$ cat config.mk
export PLATFORM = sky130hd
export DESIGN_NAME = multicycle_controller
export DESIGN_NICKNAME = d
export VERILOG_FILES = /design/src/rtl/rv_ctrl_pkg.sv /design/src/rtl/imm_src_decode.sv /design/src/rtl/multicycle_controller.sv
export SDC_FILE = /design/constraint.sdc
export NUM_CORES = 1
export LEC_CHECK = 0
export ABC_CLOCK_PERIOD_IN_PS = 3600
export CORE_MARGIN = 3
export CORE_UTILIZATION = 40
export CTS_CLUSTER_SIZE = 16
export DETAILED_ROUTE_END_ITERATION = 6
export GPL_TIMING_DRIVEN = 0
export PLACE_DENSITY = 0.76
export SLEW_MARGIN = 20
export SYNTH_ARGS = -nofsm -noshare
export SYNTH_HDL_FRONTEND = slang
export SYNTH_HIERARCHICAL = 1
export SYNTH_SLANG_ARGS = --single-unit
$ cat constraint.sdc
create_clock -name clk -period 3.6 [get_ports clk]
set_input_delay 0.72 -clock clk [delete_from_list [all_inputs] [get_ports clk]]
set_output_delay 0.72 -clock clk [all_outputs]
set_load 0.02 [all_outputs]
$ cat src/rtl/rv_ctrl_pkg.sv
// Shared opcodes, state encoding and control-field encodings for the
// multicycle RV32I control path.
package rv_ctrl_pkg;

  localparam logic [6:0] OP_LOAD   = 7'b0000011;
  localparam logic [6:0] OP_STORE  = 7'b0100011;
  localparam logic [6:0] OP_R      = 7'b0110011;
  localparam logic [6:0] OP_I      = 7'b0010011;
  localparam logic [6:0] OP_BRANCH = 7'b1100011;
  localparam logic [6:0] OP_JAL    = 7'b1101111;
  localparam logic [6:0] OP_JALR   = 7'b1100111;
  localparam logic [6:0] OP_LUI    = 7'b0110111;
  localparam logic [6:0] OP_AUIPC  = 7'b0010111;

  typedef enum logic [3:0] {
    S_FETCH     = 4'd0,
    S_DECODE    = 4'd1,
    S_MEMADR    = 4'd2,
    S_MEMREAD   = 4'd3,
    S_MEMWB     = 4'd4,
    S_MEMWRITE  = 4'd5,
    S_EXEC_R    = 4'd6,
    S_EXEC_I    = 4'd7,
    S_ALUWB     = 4'd8,
    S_BRANCH    = 4'd9,
    S_JAL       = 4'd10,
    S_JALR      = 4'd11,
    S_JALR_LINK = 4'd12,
    S_UPPER     = 4'd13,
    S_ILLEGAL   = 4'd14
  } state_t;

  localparam logic [1:0] RES_ALUOUT    = 2'b00;
  localparam logic [1:0] RES_DATA      = 2'b01;
  localparam logic [1:0] RES_ALURESULT = 2'b10;

  localparam logic [1:0] SRCA_PC    = 2'b00;
  localparam logic [1:0] SRCA_OLDPC = 2'b01;
  localparam logic [1:0] SRCA_RS1   = 2'b10;
  localparam logic [1:0] SRCA_ZERO  = 2'b11;

  localparam logic [1:0] SRCB_RS2  = 2'b00;
  localparam logic [1:0] SRCB_IMM  = 2'b01;
  localparam logic [1:0] SRCB_FOUR = 2'b10;

  localparam logic [1:0] ALUOP_ADD    = 2'b00;
  localparam logic [1:0] ALUOP_BRANCH = 2'b01;
  localparam logic [1:0] ALUOP_FUNCT  = 2'b10;

  localparam logic [2:0] IMM_I = 3'b000;
  localparam logic [2:0] IMM_S = 3'b001;
  localparam logic [2:0] IMM_B = 3'b010;
  localparam logic [2:0] IMM_J = 3'b011;
  localparam logic [2:0] IMM_U = 3'b100;

endpackage

$ cat src/rtl/imm_src_decode.sv
// Opcode to immediate-format select; purely combinational, valid in every state.
module imm_src_decode
  import rv_ctrl_pkg::*;
(
  input  logic [6:0] op,
  output logic [2:0] imm_src
);

  always_comb begin
    imm_src = IMM_I;
    case (op)
      OP_STORE:          imm_src = IMM_S;
      OP_BRANCH:         imm_src = IMM_B;
      OP_JAL:            imm_src = IMM_J;
      OP_LUI, OP_AUIPC:  imm_src = IMM_U;
      default:           imm_src = IMM_I;
    endcase
  end

endmodule

$ cat src/rtl/multicycle_controller.sv
// Sequenced Moore control for the multicycle RV32I datapath: state register,
// per-state output decode and the sticky illegal-opcode flag.
//
// state      | meaning
// FETCH      | read instruction at PC, PC <= PC + 4 when memory completes
// DECODE     | ALUOut <= OldPC + imm (branch/jal target)
// MEMADR     | ALUOut <= rs1 + imm
// MEMREAD    | read data at ALUOut, wait for memory
// MEMWB      | rd <= Data
// MEMWRITE   | write rs2 at ALUOut, wait for memory
// EXEC_R     | ALUOut <= rs1 op rs2
// EXEC_I     | ALUOut <= rs1 op imm
// ALUWB      | rd <= ALUOut
// BRANCH     | compare, PC <= ALUOut if taken
// JAL        | PC <= target, ALUOut <= OldPC + 4
// JALR       | PC <= rs1 + imm
// JALR_LINK  | rd <= OldPC + 4
// UPPER      | ALUOut <= imm (lui) or OldPC + imm (auipc)
// ILLEGAL    | stop, wait for reset
module multicycle_controller
  import rv_ctrl_pkg::*;
#(
  parameter bit HAS_UPPER     = 1'b1,
  parameter bit HAS_JALR      = 1'b1,
  parameter bit MEM_HANDSHAKE = 1'b1
) (
  input  logic       clk,
  input  logic       reset,
  input  logic [6:0] op,
  input  logic       mem_ready,
  input  logic       branch_taken,
  output logic       PCWrite,
  output logic       AdrSrc,
  output logic       MemWrite,
  output logic       IRWrite,
  output logic       RegWrite,
  output logic [1:0] ResultSrc,
  output logic [1:0] ALUSrcA,
  output logic [1:0] ALUSrcB,
  output logic [1:0] ALUOp,
  output logic [2:0] ImmSrc,
  output logic       illegal
);

  state_t state;
  state_t next_state;
  logic   mem_done;

  assign mem_done = MEM_HANDSHAKE ? mem_ready : 1'b1;

  imm_src_decode u_imm_src_decode (
    .op      (op),
    .imm_src (ImmSrc)
  );

  always_ff @(posedge clk) begin
    if (reset) begin
      state   <= S_FETCH;
      illegal <= 1'b0;
    end else begin
      state <= next_state;
      if (next_state == S_ILLEGAL) illegal <= 1'b1;
    end
  end

  always_comb begin
    next_state = state;
    case (state)
      S_FETCH:    if (mem_done) next_state = S_DECODE;
      S_DECODE: begin
        case (op)
          OP_LOAD, OP_STORE: next_state = S_MEMADR;
          OP_R:              next_state = S_EXEC_R;
          OP_I:              next_state = S_EXEC_I;
          OP_BRANCH:         next_state = S_BRANCH;
          OP_JAL:            next_state = S_JAL;
          OP_JALR:           next_state = HAS_JALR ? S_JALR : S_ILLEGAL;
          OP_LUI, OP_AUIPC:  next_state = HAS_UPPER ? S_UPPER : S_ILLEGAL;
          default:           next_state = S_ILLEGAL;
        endcase
      end
      S_MEMADR:    next_state = op[5] ? S_MEMWRITE : S_MEMREAD;
      S_MEMREAD:   if (mem_done) next_state = S_MEMWB;
      S_MEMWB:     next_state = S_FETCH;
      S_MEMWRITE:  if (mem_done) next_state = S_FETCH;
      S_EXEC_R:    next_state = S_ALUWB;
      S_EXEC_I:    next_state = S_ALUWB;
      S_ALUWB:     next_state = S_FETCH;
      S_BRANCH:    next_state = S_FETCH;
      S_JAL:       next_state = S_ALUWB;
      S_JALR:      next_state = S_JALR_LINK;
      S_JALR_LINK: next_state = S_FETCH;
      S_UPPER:     next_state = S_ALUWB;
      S_ILLEGAL:   next_state = S_ILLEGAL;
      default:     next_state = S_FETCH;
    endcase
  end

  // Memory and register-file writes are suppressed while reset is held so
  // an interrupted access cannot complete on the reset edge.
  always_comb begin
    PCWrite   = 1'b0;
    AdrSrc    = 1'b0;
    MemWrite  = 1'b0;
    IRWrite   = 1'b0;
    RegWrite  = 1'b0;
    ResultSrc = RES_ALUOUT;
    ALUSrcA   = SRCA_PC;
    ALUSrcB   = SRCB_RS2;
    ALUOp     = ALUOP_ADD;
    case (state)
      S_FETCH: begin
        ALUSrcB   = SRCB_FOUR;
        ResultSrc = RES_ALURESULT;
        IRWrite   = mem_done;
        PCWrite   = mem_done;
      end
      S_DECODE: begin
        ALUSrcA = SRCA_OLDPC;
        ALUSrcB = SRCB_IMM;
      end
      S_MEMADR: begin
        ALUSrcA = SRCA_RS1;
        ALUSrcB = SRCB_IMM;
      end
      S_MEMREAD: AdrSrc = 1'b1;
      S_MEMWB: begin
        ResultSrc = RES_DATA;
        RegWrite  = ~reset;
      end
      S_MEMWRITE: begin
        AdrSrc   = 1'b1;
        MemWrite = ~reset;
      end
      S_EXEC_R: begin
        ALUSrcA = SRCA_RS1;
        ALUOp   = ALUOP_FUNCT;
      end
      S_EXEC_I: begin
        ALUSrcA = SRCA_RS1;
        ALUSrcB = SRCB_IMM;
        ALUOp   = ALUOP_FUNCT;
      end
      S_ALUWB: RegWrite = ~reset;
      S_BRANCH: begin
        ALUSrcA = SRCA_RS1;
        ALUOp   = ALUOP_BRANCH;
        PCWrite = branch_taken;
      end
      S_JAL: begin
        ALUSrcA = SRCA_OLDPC;
        ALUSrcB = SRCB_FOUR;
        PCWrite = 1'b1;
      end
      S_JALR: begin
        ALUSrcA   = SRCA_RS1;
        ALUSrcB   = SRCB_IMM;
        ResultSrc = RES_ALURESULT;
        PCWrite   = 1'b1;
      end
      S_JALR_LINK: begin
        ALUSrcA   = SRCA_OLDPC;
        ALUSrcB   = SRCB_FOUR;
        ResultSrc = RES_ALURESULT;
        RegWrite  = ~reset;
      end
      S_UPPER: begin
        ALUSrcA = op[5] ? SRCA_ZERO : SRCA_OLDPC;
        ALUSrcB = SRCB_IMM;
      end
      default: ;
    endcase
  end

endmodule

-- Yosys cells after proc, flatten, opt, wreduce, memory -nomap -nowiden
Index checks and enable logic that the tools add are counted.
W data, S select, Z words.
- add/subtract/negate cells: 0
- multipliers: 0
- div/mod/pow operators: 0
- order comparisons: 0
- equal/unequal tests: 24
- shifts and indexed selects: 0
- mux-type cells: 17
- bitwise operators: 1
- reduce and logical (&&, ||, !) cells: 13
- operators by type and width (cell ; number):
    $eq A4 B4 Y1 const B ; 8
    $pmux W4 S8 ; 1
    $pmux W4 S7 ; 1
    $eq A7 B6 Y1 const B ; 3
    $eq A7 B7 Y1 const B ; 3
    $eq A4 B3 Y1 const B ; 4
    $eq A7 B5 Y1 const B ; 2
    $mux W4 ; 3
    $pmux W2 S2 ; 3
    $pmux W3 S4 ; 1
    $reduce_or A3 Y1 ; 4
    $reduce_or A2 Y1 ; 5
    $reduce_or A5 Y1 ; 2
    $eq A4 B2 Y1 const B ; 2
    $eq A7 B2 Y1 const B ; 1
    $pmux W2 S3 ; 1
    $eq A4 B1 Y1 const B ; 1
    $logic_not A4 Y1 ; 1
    $mux W1 ; 4
    $reduce_or A4 Y1 ; 1
    $mux W3 ; 1
    $pmux W1 S3 ; 1
    $mux W2 ; 1
    $not A1 Y1 ; 1
- flip-flop bits (word level): 5
- latch bits: 0
- RAM bits: 0
- memory bits (read-only): 0
- bits of input ports: 11
- output and inout bits: 17
- logic and storage cells: 57
- memories: 0

-- Logic depth before layout (Yosys ltp)
- word-level depth: 5
- mapped depth: 6
- mapped depth without buffers: 5

-- Cells and area by module
The synthesis kept the hierarchy.
- by module, submodules not included (module ; instances ; cells an instance ; area each (sq um)):
    multicycle_controller ; 1 ; 88 ; 616.8
    imm_src_decode ; 1 ; 8 ; 61.3

-- Least setup slack after synthesis
No wires, ideal clock.
- kind: register to output
- start point: register state[2]
- end point: output IRWrite
- arrival: 1.445 ns
- data required time: 2.880 ns
- slack: 1.435 ns
- stages on the path, launching flop included: 4
- buffers on the path: 1
- cells stage by stage: dfxtp_1 > buf_6 > or2_2 > nor4b_1
- longest elaborated chain between the ends: 2
- RTL lines (item ; line ; source):
    start, declared ; multicycle_controller.sv:45 ; state_t state;
    start signal, assigned ; multicycle_controller.sv:61 ; state <= next_state;
    $logic_not A4 Y1 ; multicycle_controller.sv:111 ; case (state)
    $mux W1 ; multicycle_controller.sv:111 ;
    end, declared ; multicycle_controller.sv:35 ; output logic IRWrite,
No other way between the ends.

-- Worst setup path after layout
- start point: input op[6]
- end point: output ImmSrc[0]
- longest elaborated chain between the ends: 3
- elaborated cells on any way between the ends: 7
- those cells by class: eq/ne (5); mux (1); reduce/logical (1)
- RTL lines (item ; line ; source):
    start, declared ; multicycle_controller.sv:29 ; input logic [6:0] op,
    $eq A7 B6 Y1 or $eq A7 B5 Y1 (tied branches) ; imm_src_decode.sv:11 ; case (op)
    $reduce_or A2 Y1 ; imm_src_decode.sv:11 ;
    $pmux W3 S4 (*) ; imm_src_decode.sv:11 ;
    end, declared ; multicycle_controller.sv:41 ; output logic [2:0] ImmSrc,
Mark *: on every way between the ends. The rest lies on a longest branch, timed or not.

==> Flow_metrics.wiki <==
{| class="wikitable"
! Metric !! Value
|-
| Dpl cell area || 968 um2
|-
| Total number of yosys warnings || 6
|-
| Largest net degree at the start of global routing || 11
|-
| Tightest hold margin || around 0.47 ns
|-
| Power density of the placed cells || roughly 490 nW/um2
|-
| Endpoint required time on the critical path || 2.88 ns
|-
| Final worst path period need || between 3 and 4 ns
|-
| Max capacitance violation total || 0
|-
| Residual DRC || 0
|-
| Maximum clock frequency || around 310 MHz
|-
| Placement row count || 14
|-
| Cell chosen for the clock root || clkbuf_4
|-
| Number of antenna violations at the first check in global routing || 0
|-
| Clock buffer depth || 2
|-
| Final setup violation count || 0
|-
| Area of the core || 1560 um2
|-
| Post-synthesis cell area || 678 um2
|-
| Stages on worst setup path || 4
|-
| Number of sinks on the clock net || 5
|-
| Synth Instances || 96
|-
| RSZ-0062 raised after global routing || no
|-
| Cell-by-cell trace of the critical path || clkdlybuf4s50_1, or3_1, a21boi_1, clkdlybuf4s50_1
|-
| Layout cell share with drive strength beyond 1 || 0.126
|-
| Post-Place Cells || around 140
|-
| Worst flop-to-flop path endpoint || illegal
|-
| Final design instance area without fill || a little under 1000 um2
|-
| Most frequent cell on the critical path || clkdlybuf4s50_1
|-
| CTS HTree Levels || 1
|-
| Mean instance size in the synthesized netlist || between 7 and 8 um2
|-
| Cell Count, Final, Fillers Out || roughly 140
|-
| Final setup TNS || 0 ns
|-
| Post-route core utilization || 0.638
|-
| Total wire length after detailed routing || a little under 2000 um
|-
| Commonest cells after routing, fill and taps aside || clkdlybuf4s50_1 (27), nand2_1 (9), nor2_1 (9), a21oi_1 (8), nor3_1 (6)
|-
| Setup slack of the worst register-to-register path || approximately 2.1 ns
|-
| Gr ovfl total || 0
|-
| Detailed Routing Iterations Pass 1 || 4
|-
| Global-route wire length before repair || 3030 um
|-
| Post-layout power || 489 uW
|-
| Vertical extent of the die || approximately 47 um
|-
| Logic depth of the worst register-to-register path || 6
|-
| Number of buffer cells added on primary ports || 27
|-
| Worst Setup Start Kind || primary input
|-
| Leading cell type in the layout, fill and taps excluded || clkdlybuf4s50_1
|-
| Gate family responsible for the most delay along the worst path || buffers and inverters
|-
| Clock tree from TritonCTS || yes
|-
| Post-route ant nets || 0
|-
| Outcome || complete, no violations
|-
| Setup crit end || ImmSrc[0]
|-
| Worst EP arrival || approximately 2.5 ns
|-
| Measured slew at the worst slew-check pin || roughly 0.39 ns
|-
| Average vias per placed instance || 5.85
|-
| Placer congestion estimate || between 0.8 and 0.9
|-
| DP Wirelength || between 1500 and 2000 um
|-
| Clock slew at the register clock pins of the worst setup and hold paths || 0.04 ns
|-
| Max_slew headroom || 0.743
|-
| Crit. Startpoint || op[6]
|-
| Distinct cell type count after synthesis || between 40 and 50
|-
| Tcrit/Tclk final || 0.894
|-
| Number of violations reported at the end of detailed-routing iteration 0 || 26
|-
| Post-placement setup slack || roughly 0.38 ns
|-
| Leakage power total || between 0.3 and 0.4 nW
|-
| Worst hold-check path type || reg2reg
|-
| Highest fanout seen on the critical path || 10
|-
| Number of synthesized flops with an enable pin || 0
|-
| Critical path start-end classification || in2out
|-
| Net Count, Synth || around 110
|-
| Overall Global Routing Usage || 0.185
|-
| Worst voltage drop across the vdd grid || roughly 350 uV
|-
| Setup crit end kind || output port
|-
| Buffers inserted by post-CTS timing repair || 0
|-
| Post-cts gate resize count || 0
|-
| Final routed wire length divided by cell count || roughly 14 um
|-
| Cts bufs inserted || 3
|-
| Vias in the first global route || 677
|-
| Share of the yosys chip area belonging to registers || 0.148
|-
| Count of state elements after synthesis || 5
|-
| Number of hold-repair buffers added at the cts stage || 0
|-
| Initial core utilization || 0.435
|-
| Via total after detailed routing || 837
|-
| Total inserted antenna cells || 0
|-
| Worst path slowest cell || clkdlybuf4s50_1
|-
| Clock latency at the later pin of the worst-skew pair || 0.24 ns
|-
| Pins Over Slew Limit || 0
|-
| Number of top-level design ports || 28
|-
| Number of hold violations in the final report || 0
|-
| Most used flip-flop cell after synthesis || dfxtp_1
|-
| Clock Skew || between 0.002 and 0.003 ns
|-
| Biggest cell delay along the critical path || around 0.62 ns
|-
| Crit path buf inv count || 2
|-
| Area of the die || around 2200 um2
|-
| Final worst slack || between 0.3 and 0.4 ns
|-
| Synthesis-to-layout area growth || 46.7%
|-
| Post-synth ARST share || 0
|-
| Worst r2r src || state[2]
|-
| Chip width || 47.2 um
|-
| Total Nets Final || 139
|}
synth_stat cells, types with 2 or more instances:
library cell | count | area, um2
inv_1 | 4 | 15.0
o21ai_0 | 5 | 25.0
a31oi_1 | 2 | 12.5
nand3b_1 | 2 | 15.0
o32ai_1 | 2 | 17.5
nor2b_1 | 3 | 18.8
buf_2 | 3 | 15.0
nor2_1 | 9 | 33.8
a21oi_1 | 8 | 40.0
xnor2_1 | 3 | 26.3
nand2b_1 | 2 | 12.5
nor3_1 | 6 | 30.0
dfxtp_1 | 5 | 100
nand2_1 | 9 | 33.8
worst min-delay path, cell delays in order, from the launching register on:
cell      delay [ns]
dfxtp_1         0.32
nand2b_1        0.07
o41ai_2         0.05
how the worst min path moves through the flow:
stage          endpoint  cells past startpoint  startpoint  slack (ns)
3_5_place_dp    illegal                      2     illegal        0.46
5_1_grt         illegal                      2     illegal        0.51
2_1_floorplan   illegal                      2     illegal        0.56
4_1_cts         illegal                      2     illegal        0.47
3_3_place_gp    illegal                      2     illegal        0.45
6_report        illegal                      2     illegal        0.47
state kept, by name (all words and copies together) (netlist names):
name and count:
illegal 1, state 4
layer usage:
| layer | share of wire | track usage |
|---|---|---|
| met1 | 0.46 | 0.243 |
| met2 | 0.48 | 0.325 |
| met3 | 0.054 | 0.0345 |
| met4 | 0 | 0.0166 |
| met5 | 0 | 0 |
layout make-up:
class	instances	area, um2
Buffer	6	37.5
Clock buffer	4	26.3
Fill cell	131	564
Inverter	5	23.8
Multi-Input combinational cell	80	517
Sequential cell	5	100
Tap cell	16	20.0
Timing Repair Buffer	27	270
where the power goes:
part / internal [mW] / switching, mW / total [mW]
clock: 0.0418 / 0.0212 / 0.0630
combinational: 0.155 / 0.196 / 0.352
sequential: 0.0651 / 0.00941 / 0.0745
logic make-up after synthesis:
family                 synth area share
AND/OR/NAND/NOR                   0.376
AO/OA/AOI/OAI                     0.317
buffers and inverters            0.0904
flip-flops                        0.148
XOR/XNOR                         0.0517
multiplexers                     0.0166
(Power assumes the default switching activity.)
